`src/rtl/key_debounce_multi_pkg.sv`:
```
// Shared types for the multi-key debouncer: FSM state encoding, per-channel
// event bundle and a constant-evaluable clog2.
package key_debounce_multi_pkg;

    typedef enum logic [1:0] {
        IDLE         = 2'd0,
        PRESS_WAIT   = 2'd1,
        PRESSED      = 2'd2,
        RELEASE_WAIT = 2'd3
    } key_state_t;

    typedef struct packed {
        logic level;
        logic press;
        logic rel;
        logic long_hit;
    } key_evt_t;

    // Ceiling log2; returns 0 for v <= 1.
    function automatic int clog2(input longint v);
        int r;
        r = 0;
        for (int i = 0; i < 62; i++) begin
            if ((longint'(1) << i) < v) r = i + 1;
        end
        return r;
    endfunction

endpackage

```
`src/rtl/key_debounce_channel.sv`:
```
// One key: two-flop synchroniser, debounce FSM, hold counter and registered
// level/press/release/long-press outputs.
module key_debounce_channel
    import key_debounce_multi_pkg::*;
#(
    parameter int DEBOUNCE_CYCLES = 1000000,
    parameter int LONG_CYCLES     = 50000000,
    parameter bit ACTIVE_LOW      = 1'b1
) (
    input  logic     clk,
    input  logic     rst_n,
    input  logic     pin,
    output key_evt_t evt
);

    localparam int CNT_W    = clog2(longint'(DEBOUNCE_CYCLES));
    localparam int HOLD_RAW = clog2(longint'(LONG_CYCLES) + 1);
    localparam int HOLD_W   = (HOLD_RAW < 1) ? 1 : HOLD_RAW;
    localparam bit LONG_EN  = (LONG_CYCLES != 0);

    localparam logic [CNT_W-1:0]  CNT_LAST  = CNT_W'(DEBOUNCE_CYCLES - 1);
    localparam logic [HOLD_W-1:0] HOLD_MAX  = HOLD_W'(LONG_CYCLES);
    localparam logic [HOLD_W-1:0] HOLD_LAST = LONG_EN ? HOLD_W'(LONG_CYCLES - 1) : '0;
    localparam logic              PIN_IDLE  = ACTIVE_LOW;

    logic [1:0]        sync;
    logic              p;
    key_state_t        state;
    logic [CNT_W-1:0]  cnt;
    logic [HOLD_W-1:0] hold;

    // Normalised pressed indication, independent of pin polarity.
    assign p = ACTIVE_LOW ? ~sync[1] : sync[1];

    always_ff @(posedge clk) begin
        if (!rst_n) begin
            sync  <= {2{PIN_IDLE}};
            state <= IDLE;
            cnt   <= '0;
            hold  <= '0;
            evt   <= '0;
        end else begin
            sync         <= {sync[0], pin};
            evt.press    <= 1'b0;
            evt.rel      <= 1'b0;
            evt.long_hit <= 1'b0;

            case (state)
                IDLE: begin
                    if (p) begin
                        state <= PRESS_WAIT;
                        cnt   <= '0;
                    end
                end

                PRESS_WAIT: begin
                    if (!p) begin
                        state <= IDLE;
                    end else if (cnt == CNT_LAST) begin
                        state     <= PRESSED;
                        evt.press <= 1'b1;
                        evt.level <= 1'b1;
                        hold      <= '0;
                    end else begin
                        cnt <= cnt + 1'b1;
                    end
                end

                PRESSED: begin
                    if (!p) begin
                        state <= RELEASE_WAIT;
                        cnt   <= '0;
                    end else if (LONG_EN) begin
                        // Saturating hold means the pulse can only fire once per hold.
                        if (hold == HOLD_LAST) evt.long_hit <= 1'b1;
                        if (hold != HOLD_MAX) hold <= hold + 1'b1;
                    end
                end

                RELEASE_WAIT: begin
                    // A short glitch returns to PRESSED with hold intact.
                    if (p) begin
                        state <= PRESSED;
                    end else if (cnt == CNT_LAST) begin
                        state     <= IDLE;
                        evt.rel   <= 1'b1;
                        evt.level <= 1'b0;
                    end else begin
                        cnt <= cnt + 1'b1;
                    end
                end

                default: state <= IDLE;
            endcase
        end
    end

endmodule

```
`src/rtl/key_debounce_multi.sv`:
```
// N-channel push-button debouncer: independent channel instances whose
// registered outputs are gathered into per-function bit vectors.
module key_debounce_multi
    import key_debounce_multi_pkg::*;
#(
    parameter int N_KEYS          = 4,
    parameter int DEBOUNCE_CYCLES = 1000000,
    parameter int LONG_CYCLES     = 50000000,
    parameter bit ACTIVE_LOW      = 1'b1
) (
    input  logic              CLK,
    input  logic              RST_n,
    input  logic [N_KEYS-1:0] Pin_In,
    output logic [N_KEYS-1:0] Key_Level,
    output logic [N_KEYS-1:0] Press_Pulse,
    output logic [N_KEYS-1:0] Release_Pulse,
    output logic [N_KEYS-1:0] Long_Pulse
);

    key_evt_t [N_KEYS-1:0] evt;

    for (genvar g = 0; g < N_KEYS; g++) begin : g_key
        key_debounce_channel #(
            .DEBOUNCE_CYCLES (DEBOUNCE_CYCLES),
            .LONG_CYCLES     (LONG_CYCLES),
            .ACTIVE_LOW      (ACTIVE_LOW)
        ) u_chan (
            .clk   (CLK),
            .rst_n (RST_n),
            .pin   (Pin_In[g]),
            .evt   (evt[g])
        );

        assign Key_Level[g]     = evt[g].level;
        assign Press_Pulse[g]   = evt[g].press;
        assign Release_Pulse[g] = evt[g].rel;
        assign Long_Pulse[g]    = evt[g].long_hit;
    end

endmodule

```
`config.mk`:
```
export PLATFORM = sky130hd
export DESIGN_NAME = key_debounce_multi
export DESIGN_NICKNAME = d
export VERILOG_FILES = /design/src/rtl/key_debounce_multi_pkg.sv /design/src/rtl/key_debounce_channel.sv /design/src/rtl/key_debounce_multi.sv
export SDC_FILE = /design/constraint.sdc
export NUM_CORES = 1
export LEC_CHECK = 0
export CELL_PAD_IN_SITES_DETAIL_PLACEMENT = 0
export CELL_PAD_IN_SITES_GLOBAL_PLACEMENT = 1
export CORE_MARGIN = 1.5
export CORE_UTILIZATION = 49
export CTS_BUF_LIST = sky130_fd_sc_hd__clkbuf_4
export DETAILED_ROUTE_END_ITERATION = 16
export GPL_TIMING_DRIVEN = 0
export MAX_ROUTING_LAYER = met4
export PLACE_DENSITY = 0.86
export RECOVER_POWER = 25
export SYNTH_ARGS = -nofsm -noshare
export SYNTH_HDL_FRONTEND = slang
export SYNTH_SLANG_ARGS = --single-unit
```
`constraint.sdc`:
```
create_clock -name CLK -period 3 [get_ports CLK]
set_clock_uncertainty 0.15 [all_clocks]
set_input_delay 0.45 -clock CLK [delete_from_list [all_inputs] [get_ports CLK]]
set_output_delay 0.45 -clock CLK [all_outputs]
set_load 0.02 [all_outputs]
```
==> impl_results.md, run 1 <==
* Pre-CTS setup slack at -0.679 ns
* RSZ-0062 raised after global routing: yes
* Final hold slack at about 0.19 ns
* Final setup vio count at 0
* Power Dens Cells at about 510 nW/um^2
* Die width at between 150 and 200 um
* Post-synth EDFFs at 0
* Final WS setup at ~0.065 ns
* Initial core utilization at 49.6%
* CTS root buf: clkbuf_4
* MaxCap Viol Count at 0
* WL final at between 30 and 40 mm
* Die Area at about 25000 sq um
* Detail Route Antenna Nets at 0
* Final core utilization at a little under three fifths
* Reg2reg end: g_key[1].u_chan.hold[15]
* Placed cell area at 12200 sq um
* Reg2Reg Depth at 7
* Register area at about 4300 sq um
* Worst Path Arrival at between 3 and 4 ns
* CTS buffer count at 60
* LEAKAGE at between 4 and 5 nW
* Buffers on Ports at 20
* Critical path class: reg -> reg
* Largest net degree at the start of global routing at 19
* Cell Area, Synth at 11600 sq um
* Min-delay src: Pin_In[0]
* CTS tree: yes
* Clock Path Buffers at 3
* Final instance area at ~13000 sq um
* Worst-path clk slew at approximately 0.070 ns
* Via density at between 5 and 6
* CP dominant cell by count: nor3_1
* VDD IR max at 0.283 mV
* Slowest stage cell on the critical path: nor3_1
* Worst Setup End Kind: flip-flop
* Synth Area per Inst at around 8.0 sq um
* Yosys warns at 0
* Worst-margin pin slew at about 1.1 ns
* TritonCTS Sinks at 216
* Crit-path cells: nand4_1 > nand2b_1 > nor3_1 > a2111o_1 > clkbuf_1 > nor3_1 > a31o_2
* Worst Path Required at roughly 3.4 ns
* Core Region at 23300 sq um
* Hold-critical path depth at 2
* Final hold vios at 0
* Tmin final at 2.93 ns
* Count of final max-slew check failures at 0
* Grt ovf at 0
* Status: finished, final reports clean
* First-pass detailed-route iteration total at 5
* First-pass GRT wire length at approximately 51 mm
* Share of cells above drive strength 1 at roughly a tenth
* Total track usage at a little over a quarter
* Final setup TNS at 0 ns
* Via count at 11253
* Synth Instances at approximately 1400
* I/O pin count at 22
* Routability cong. at 0.876
* Reg-to-Reg Start: g_key[1].u_chan.hold[12]
* Top FF cell, synth: dfxtp_1
* Die Ht at between 150 and 200 um
* Vias in the first global route at 10346
* Worst-Skew Late Latency at around 0.7 ns
* Commonest non-fill, non-tap cell in the layout: dfxtp_1
* # rows at 56
* Area of the multi-input gates at 6940 sq um
* Net count after synthesis at between 1000 and 1500
* Post-synthesis register bit count at between 200 and 250
* Syn-to-layout area delta at 13.6%
* Final nets at about 1600
* Asr flop ratio synth at 0%
* DRC violations left at 0
* CTS H-tree depth at 2
* Antenna violations before repair at 1
* Commonest cells after routing, fill and taps aside: dfxtp_1 (215), nor2_1 (142), nand2_1 (141)
* Seq/Total Area, Yosys at between 30% and 40%
* Worst relative slew slack at between 20% and 30%
* Worst hold-check path type: in -> reg
* Worst hold endpoint: g_key[0].u_chan.sync[0]
* Synth cell types at 85
* Number of fill cells at between 2000 and 2500
* Crit path max fanout at 10
* Critical path launch point type: flip-flop
* DPL Wire Length at between 20 and 25 mm
* F_max at roughly 340 MHz
* Period utilization at about 98%
* Reg2Reg Setup Slack at approximately 0.065 ns
* DR iter-0 viols at approximately 870
* DR WL/cell at 16.3 um
* Largest stage delay, worst path at approximately 0.54 ns
where the power goes:
| group | internal [mW] | switching [mW] |
|---|---|---|
| sequential | 2.91 | 0.0473 |
| combinational | 0.334 | 0.746 |
| clock | 1.35 | 1.26 |
registers in the layout, indices dropped and copies added (netlist names), named ones only:
name	flops
g_key.u_chan.state	4
g_key.u_chan.sync	8
g_key.u_chan.cnt	80
g_key.u_chan.evt	16
g_key.u_chan.hold	104
worst max-delay path by stage:
stage	start	to	slack (ns)	depth (start not counted)
floorplan	g_key[2].u_chan.cnt[8]	g_key[2].u_chan.hold[15]	0.35	7
global placement	RST_n	g_key[0].u_chan.hold[12]	-0.66	6
detailed placement	RST_n	flip-flop	-0.68	6
CTS	g_key[2].u_chan.cnt[8]	g_key[2].u_chan.hold[17]	0.01	7
global route	g_key[1].u_chan.hold[0]	g_key[1].u_chan.hold[15]	-0.08	9
finish	g_key[1].u_chan.hold[12]	g_key[1].u_chan.hold[15]	0.07	7
cells by family (layout without fill, tap and decap cells):
kind of cell	count (synthesis)	after routing	share of synthesized area, %
flip-flops	216	216	37.4
AND/OR/NAND/NOR	696	696	31.8
XOR/XNOR	59	59	4.47
other	0	1	0
AO/OA/AOI/OAI	333	333	19.4
multiplexers	4	4	0.357
adder cells (fa/ha/maj)	28	28	3.03
buffers and inverters	110	247	3.61
cell type report:
| class | instances | area share, % |
|---|---|---|
| Clock buffer | 90 | 5.14 |
| Tap cell | 319 | 3.04 |
| Clock inverter | 15 | 0.428 |
| Sequential cell | 216 | 32.9 |
| Inverter | 47 | 1.34 |
| Buffer | 60 | 1.90 |
| Multi-Input combinational cell | 1120 | 52.8 |
| Timing Repair Buffer | 35 | 2.45 |
| Antenna cell | 1 | 0.0190 |
Yosys cell counts (19+ instances only):
cell	count	share of area, %
nand4_1	48	2.6
a21oi_1	77	3.3
nor4_1	30	1.6
or4_1	19	1.2
xor2_1	21	1.6
and3_1	31	1.7
inv_1	46	1.5
nor3_1	53	2.3
nor2_1	142	4.6
o21ai_0	59	2.6
or3_1	27	1.5
o21ai_1	25	1.1
ha_1	28	3.0
xnor2_1	38	2.9
o31ai_1	20	1.3
dfxtp_1	216	37
nand2b_1	21	1.1
nand3_1	91	3.9
nand2_1	141	4.6
clkbuf_1	57	1.8
repair_timing:
| item | 4_1_cts | 5_1_grt |
|---|---|---|
| buffers inserted | 4 | 11 |
| resized for setup | 5 | 35 |
| pin swaps | 0 | 7 |
| setup endpoints to repair | 30 | 79 |
| hold buffers | 0 | 0 |
metal layers:
metal	wire [um]	global-route usage [%]
met5	0	-
met3	1480	4.07
met4	762	8.34
met1	14800	34.7
met2	14100	40.4
critical path, delay by kind of cell, from the launching register on:
kind	cells	cell delay [ns]
AO/OA/AOI/OAI	2	0.63
buffers and inverters	1	0.48
flip-flops	1	0.44
AND/OR/NAND/NOR	4	1.11
stage by stage:
step	total power, mW	instances
2_1_floorplan	3.72	1446
3_3_place_gp	4.01	1785
3_5_place_dp	4.02	1785
4_1_cts	6.66	1893
5_1_grt	6.98	1903
6_report	6.65	1903
No activity file was read; power rests on OpenSTA's default activity.
==> inputs of run 2 (changes only) <==
--- a/config.mk
+++ b/config.mk
@@ -5,6 +5,7 @@
 export SDC_FILE = /design/constraint.sdc
 export NUM_CORES = 1
 export LEC_CHECK = 0
+export ABC_CLOCK_PERIOD_IN_PS = 3000
 export CELL_PAD_IN_SITES_DETAIL_PLACEMENT = 0
 export CELL_PAD_IN_SITES_GLOBAL_PLACEMENT = 1
 export CORE_MARGIN = 1.5
==> results of run 2 <==
No change in the layout: final DEF, timing and power equal those of run 1.
